`config.mk`:
```
export PLATFORM = sky130hd
export DESIGN_NAME = spi_controller
export DESIGN_NICKNAME = d
export VERILOG_FILES = /design/src/rtl/spi_controller.sv
export SDC_FILE = /design/constraint.sdc
export NUM_CORES = 1
export LEC_CHECK = 0
export ABC_AREA = 1
export CAP_MARGIN = 5
export CELL_PAD_IN_SITES_DETAIL_PLACEMENT = 0
export CELL_PAD_IN_SITES_GLOBAL_PLACEMENT = 1
export CORE_UTILIZATION = 40
export CTS_BUF_LIST = sky130_fd_sc_hd__clkbuf_4 sky130_fd_sc_hd__clkbuf_8
export DETAILED_ROUTE_END_ITERATION = 10
export MAX_ROUTING_LAYER = met4
export PLACE_DENSITY_LB_ADDON = 0.1
export SYNTH_ARGS = -nofsm -noshare
export SYNTH_HDL_FRONTEND = slang
export SYNTH_SLANG_ARGS = --single-unit
```
`constraint.sdc`:
```
create_clock -name clk -period 1.5 [get_ports clk]
set_clock_uncertainty 0.2 [all_clocks]
set_input_delay 0.3 -clock clk [delete_from_list [all_inputs] [get_ports clk]]
set_output_delay 0.3 -clock clk [all_outputs]
set_load 0.005 [all_outputs]
```
`src/rtl/spi_controller.sv`:
```
// ---------------------------------------------------------------------------
// spi_controller
//
// SPI mode-0 initiator for the write-only register link. Every accepted
// request becomes one 16-bit frame {1'b1, addr[6:0], data[7:0]}, shifted out
// MSB first. COPI changes only while SCLK falls (or at frame start), so the
// peripheral can sample on the rising edge.
//
// The FSM runs one cycle ahead of the pins. nCS, SCLK, COPI and done are
// plain flops of the FSM's combinational view of the pins, so the pins are
// glitch-free. A request accepted at edge N is launched by the FSM at N+1
// and shows as nCS falling at N+2.
//
// Parameters:
//   CLK_DIV     clk cycles per SCLK half-period (>= 4)
//   GAP_CYCLES  minimum clk cycles with nCS high between frames (>= 4)
//
// Ports:
//   clk        system clock
//   rst_n      asynchronous active-low reset
//   req_valid  write request presented
//   req_ready  request can be accepted this cycle
//   req_addr   register address -> frame[14:8]
//   req_data   register data    -> frame[7:0]
//   nCS        chip select, active low (registered)
//   SCLK       serial clock, idles low (registered)
//   COPI       serial data (registered)
//   busy       frame in flight or request pending
//   done       one-cycle pulse in the cycle nCS returns high
//
// Build option:
//   SPI_CTRL_QUEUE_EN  defined   -> 4-entry request FIFO
//                      undefined -> single holding register
// ---------------------------------------------------------------------------
module spi_controller #(
  parameter int CLK_DIV    = 4,
  parameter int GAP_CYCLES = 8
) (
  input  logic       clk,
  input  logic       rst_n,
  input  logic       req_valid,
  output logic       req_ready,
  input  logic [6:0] req_addr,
  input  logic [7:0] req_data,
  output logic       nCS,
  output logic       SCLK,
  output logic       COPI,
  output logic       busy,
  output logic       done
);

  localparam int DIV_W = $clog2(CLK_DIV);
  localparam int GAP_W = $clog2(GAP_CYCLES + 1);

  localparam logic [DIV_W-1:0] DIV_LAST = DIV_W'(CLK_DIV - 1);
  localparam logic [GAP_W-1:0] GAP_LAST = GAP_W'(GAP_CYCLES - 1);

  typedef enum logic [2:0] {
    S_IDLE,
    S_SETUP,
    S_SHIFT,
    S_HOLD,
    S_GAP
  } state_t;

  // -------------------------------------------------------------------------
  // Request store
  // -------------------------------------------------------------------------
  logic [15:0] frame_in;
  logic [15:0] store_head;
  logic        store_empty;
  logic        push;
  logic        pop;
  state_t      state;

  assign frame_in = {1'b1, req_addr, req_data};
  assign push     = req_valid && req_ready;
  // The FSM takes the head of the store only from IDLE.
  assign pop      = (state == S_IDLE) && !store_empty;

`ifdef SPI_CTRL_QUEUE_EN
  logic [15:0] fifo_mem [4];
  logic [1:0]  wr_ptr;
  logic [1:0]  rd_ptr;
  logic [2:0]  count;

  assign store_empty = (count == 3'd0);
  assign req_ready   = (count != 3'd4);
  assign store_head  = fifo_mem[rd_ptr];

  always_ff @(posedge clk or negedge rst_n) begin
    if (!rst_n) begin
      wr_ptr <= '0;
      rd_ptr <= '0;
      count  <= '0;
    end else begin
      if (push) wr_ptr <= wr_ptr + 2'd1;
      if (pop)  rd_ptr <= rd_ptr + 2'd1;
      // Simultaneous push and pop leave the occupancy unchanged.
      case ({push, pop})
        2'b10:   count <= count + 3'd1;
        2'b01:   count <= count - 3'd1;
        default: count <= count;
      endcase
    end
  end

  // NOTE: storage array has no reset; count alone says which entries are
  // valid, so resetting the data would only cost flops and reset routing.
  always_ff @(posedge clk) begin
    if (push) fifo_mem[wr_ptr] <= frame_in;
  end
`else
  logic        hold_valid;
  logic [15:0] hold_frame;

  assign store_empty = !hold_valid;
  assign req_ready   = !hold_valid;
  assign store_head  = hold_frame;

  // push needs an empty register and pop needs a full one, so the two never
  // coincide. The register frees on the pop edge, letting one request wait
  // while the current frame shifts.
  always_ff @(posedge clk or negedge rst_n) begin
    if (!rst_n) begin
      hold_valid <= 1'b0;
      hold_frame <= '0;
    end else if (push) begin
      hold_valid <= 1'b1;
      hold_frame <= frame_in;
    end else if (pop) begin
      hold_valid <= 1'b0;
    end
  end
`endif

  // -------------------------------------------------------------------------
  // Frame sequencer
  // -------------------------------------------------------------------------
  state_t           state_d;
  logic [DIV_W-1:0] div_cnt, div_d;
  logic [3:0]       bit_cnt, bit_d;
  logic [GAP_W-1:0] gap_cnt, gap_d;
  logic             sclk_high, sclk_high_d;  // current SCLK half-period is high
  logic [15:0]      shreg, shreg_d;

  // NOTE: sequential state uses non-blocking assignments only, so every flop
  // samples the pre-edge value regardless of process ordering.
  always_ff @(posedge clk or negedge rst_n) begin
    if (!rst_n) begin
      state     <= S_IDLE;
      div_cnt   <= '0;
      bit_cnt   <= '0;
      gap_cnt   <= '0;
      sclk_high <= 1'b0;
      shreg     <= '0;
    end else begin
      state     <= state_d;
      div_cnt   <= div_d;
      bit_cnt   <= bit_d;
      gap_cnt   <= gap_d;
      sclk_high <= sclk_high_d;
      shreg     <= shreg_d;
    end
  end

  // NOTE: every variable gets its hold value before the case statement so
  // no path through the logic leaves one unassigned (no latches).
  always_comb begin
    state_d     = state;
    div_d       = div_cnt;
    bit_d       = bit_cnt;
    gap_d       = gap_cnt;
    sclk_high_d = sclk_high;
    shreg_d     = shreg;

    case (state)
      S_IDLE: begin
        if (!store_empty) begin
          shreg_d     = store_head;
          div_d       = '0;
          bit_d       = '0;
          sclk_high_d = 1'b0;
          state_d     = S_SETUP;
        end
      end

      // SCLK held low for one half-period with the MSB already on COPI.
      S_SETUP: begin
        if (div_cnt == DIV_LAST) begin
          div_d       = '0;
          sclk_high_d = 1'b1;
          state_d     = S_SHIFT;
        end else begin
          div_d = div_cnt + 1'b1;
        end
      end

      // Alternating half-periods. The next bit is presented as a high phase
      // ends, i.e. together with the falling SCLK edge.
      S_SHIFT: begin
        if (div_cnt == DIV_LAST) begin
          div_d = '0;
          if (sclk_high) begin
            sclk_high_d = 1'b0;
            if (bit_cnt == 4'd15) begin
              state_d = S_HOLD;
            end else begin
              shreg_d = {shreg[14:0], 1'b0};
              bit_d   = bit_cnt + 4'd1;
            end
          end else begin
            sclk_high_d = 1'b1;
          end
        end else begin
          div_d = div_cnt + 1'b1;
        end
      end

      // Keep nCS low one more half-period after the last falling edge.
      S_HOLD: begin
        if (div_cnt == DIV_LAST) begin
          div_d   = '0;
          gap_d   = '0;
          state_d = S_GAP;
        end else begin
          div_d = div_cnt + 1'b1;
        end
      end

      S_GAP: begin
        if (gap_cnt == GAP_LAST) begin
          state_d = S_IDLE;
        end else begin
          gap_d = gap_cnt + 1'b1;
        end
      end

      default: state_d = S_IDLE;
    endcase
  end

  // -------------------------------------------------------------------------
  // Pin registers
  // -------------------------------------------------------------------------
  logic ncs_d;
  logic sclk_d;
  logic copi_d;
  logic done_d;

  always_comb begin
    ncs_d  = !(state inside {S_SETUP, S_SHIFT, S_HOLD});
    sclk_d = (state == S_SHIFT) && sclk_high;
    copi_d = ncs_d ? 1'b0 : shreg[15];
    // Pulse exactly when nCS is about to go high; a reset forces nCS high
    // directly, so an abandoned frame never reaches this.
    done_d = ncs_d && !nCS;
  end

  always_ff @(posedge clk or negedge rst_n) begin
    if (!rst_n) begin
      nCS  <= 1'b1;
      SCLK <= 1'b0;
      COPI <= 1'b0;
      done <= 1'b0;
    end else begin
      nCS  <= ncs_d;
      SCLK <= sclk_d;
      COPI <= copi_d;
      done <= done_d;
    end
  end

  assign busy = (state != S_IDLE) || !store_empty;

endmodule
```
==> reports/metrics.cfg <==
[setup_path]
r2r_cells=8
crit_buf_inv=1
cp.required_ns=1.00
arrival_ns=1.10
slowest_stage=dfrtp_1
crit_chain=nor2_4, nand3_2, buf_2
crit_path_end_kind=output pin
start_kind=register
cp_max_fo=2
critPathTopFamily=flip-flops
max_stage_delay_ns=0.42
cp_num_cells=3
crit_type=reg -> out

[synthesis]
yosys.area.top_type_share=0.519
ys_top_cells_by_area=dfrtp_1 52%, nand2_1 19%, mux2_2 7.0%, nand3_1 6.0%, nor2_1 2.6%
yosysUniqueCellTypes=21
syn_inst=282
ys_ff_latch=51
synth_warnings=0
syn_area_per_cell_um2=8.54
synth_top_area_cell=dfrtp_1
syn_nets=304
synth_area_um2=2410
yosysSeqAreaShare=0.530

[finish]
final_core_util=0.580
finalNetCount=359
final-instance-count-excl-fill=410
finalInstanceArea_um2=3270
final_cell_mix=114 x nand2_1, 50 x dfrtp_1, 25 x nand3_1, 22 x buf_4, 16 x clkdlybuf4s50_1
syn_to_final_growth_pct=35.7
antennaDiodeCount=0
final_common_cell=nand2_1
drive_gt1_frac=0.275

[grt]
grt_pass1_wl_mm=9.16
overflow=0
grt_pass1_vias=1973
grtUsageTotal=0.192
grt_max_degree=52
antenna_found_initial=0

[route]
ant_nets=0
finalWirelength_mm=5.32
wl_per_cell_um=13.0
vias_per_cell=4.74
drc_errors=0
firstDrtPassIters=5
drt_iter0_markers=115
vias=1942

[die]
die_w_um=79.6
core_um2=5640
initial_core_util=0.427
die-area_um2=6340
ios=24
rows=27
die_y_um=79.6

[clock_network]
cts.root.buffer_cell=clkbuf_8
clock_sink_count=51
cts_max_level=2
numCtsBuffers=5
clock_latency_ns=0.30
clk_pin_slew_ns=0.09
cts_tree=built
clockBufferDepth=2

[placed_design]
dp.cells=396
pre_cts_ws_ns=-0.179
routabilityCongestion=0.803
dpl-instance-area_um2=2930
numPortBuffers=23
dp_hpwl_mm=3.45

[outcome]
violations=setup timing
status=finished with violations

[timing]
max-slew-margin-rel=0.810
finalCriticalPeriod_ns=1.60
worst_slack_ns=-0.0999
fmax_mhz=625
tightest_slew_ns=0.285
slew_viol_final=0
fin_crit_sh=1.07
setup_viol=21
hold_ws_ns=0.259
finalHoldViolations=0
rsz0062_at_grt=yes

[flow_run]
max_cap_viol_count=0

[power_and_ir_drop]
cellPowerDensity_nw_per_um2=888
leakage_uw=0.00168
vdd_drop_max_mv=0.606

[worst_hold_path]
hold_path.class=reg -> reg
min_path_cells=2

-- Yosys cell counts --
cell / count
mux2_2: 15
o21ai_0: 6
nor3_1: 1
a21oi_1: 2
buf_4: 3
dfrtp_1: 50
inv_4: 1
nand2_1: 119
nor2_2: 2
nor2_4: 1
dfstp_2: 1
ha_1: 4
xor2_1: 1
nor2_1: 17
nand2_4: 1
buf_2: 8
nand3_1: 29
o21ai_1: 2
xnor2_1: 2
inv_1: 15
nand3b_1: 2
-- what timing repair did --
action / 4_1_cts / 5_1_grt
endpoints found under the hold margin: 50 / 0
buffers inserted: 5 / 0
pin swaps: 2 / 4
hold buffers: 1 / 0
setup endpoints to repair: 49 / 33
cloned: 1 / 0
resized for setup: 37 / 27
-- registers in the layout (all words and copies together) (netlist names) --
name / flops
COPI: 1
div_cnt: 2
shreg: 16
hold_valid: 1
done: 1
nCS: 1
gap_cnt: 4
SCLK: 1
state: 3
hold_frame: 16
sclk_high: 1
bit_cnt: 4
-- cell families after synthesis --
group           after synthesis  share of synthesized area
fa+ha+maj                     4                     0.0208
xor+xnor                      3                     0.0109
compound gates               10                     0.0208
flops                        51                      0.530
mux                          15                     0.0701
simple gates                172                      0.295
buf+inv                      27                     0.0519
-- layout make-up --
type	count	area, um^2
Sequential cell	51	1280
Clock buffer	6	82.6
Timing Repair Buffer	59	581
Fill cell	519	2370
Tap cell	72	90.1
Inverter	16	65.1
Clock inverter	2	38.8
Multi-Input combinational cell	204	1130
-- routing by layer --
metal	vias up	wire length, um	GRT usage
met2	22	2390	0.300
met5	-	0	-
met3	2	129	0.0320
met1	916	2760	0.261
li1	1002	-	-
met4	0	31	0.0455
-- final timing paths --
check	start	endpoint	slack [ns]
hold reg to reg	hold_frame[15]$_DFFE_PN0P_	hold_frame[15]$_DFFE_PN0P_	0.26
hold / removal	hold_frame[15]$_DFFE_PN0P_	hold_frame[15]$_DFFE_PN0P_	0.26
setup reg to reg	state[0]$_DFFE_PN0P_	shreg[2]$_DFFE_PN0P_	-0.08
max in group asynchronous	rst_n	nCS$_DFF_PN1_	0.49
setup / recovery	state[0]$_DFFE_PN0P_	busy	-0.1
min in group asynchronous	rst_n	state[2]$_DFFE_PN0P_	0.31
-- per-stage QoR --
stage          power, uW  setup TNS, ns
6_report            2900          -1.51
5_1_grt             3030          -3.50
4_1_cts             2940          -1.41
3_5_place_dp        1890          -5.44
3_3_place_gp        1870          -4.57
2_1_floorplan       1750         -0.175
-- power by group --
group / switching (uW) / internal (uW)
Combinational: 93.1 / 194
Clock: 469 / 550
Sequential: 74.3 / 1520
Total: 636 / 2270
-- tightest hold or removal path, cell delays in order (launching register included) --
cell and delay [ns]:
dfrtp_1 0.33, inv_1 0.04, nand2_1 0.06
No activity file was read; power rests on OpenSTA's default activity.
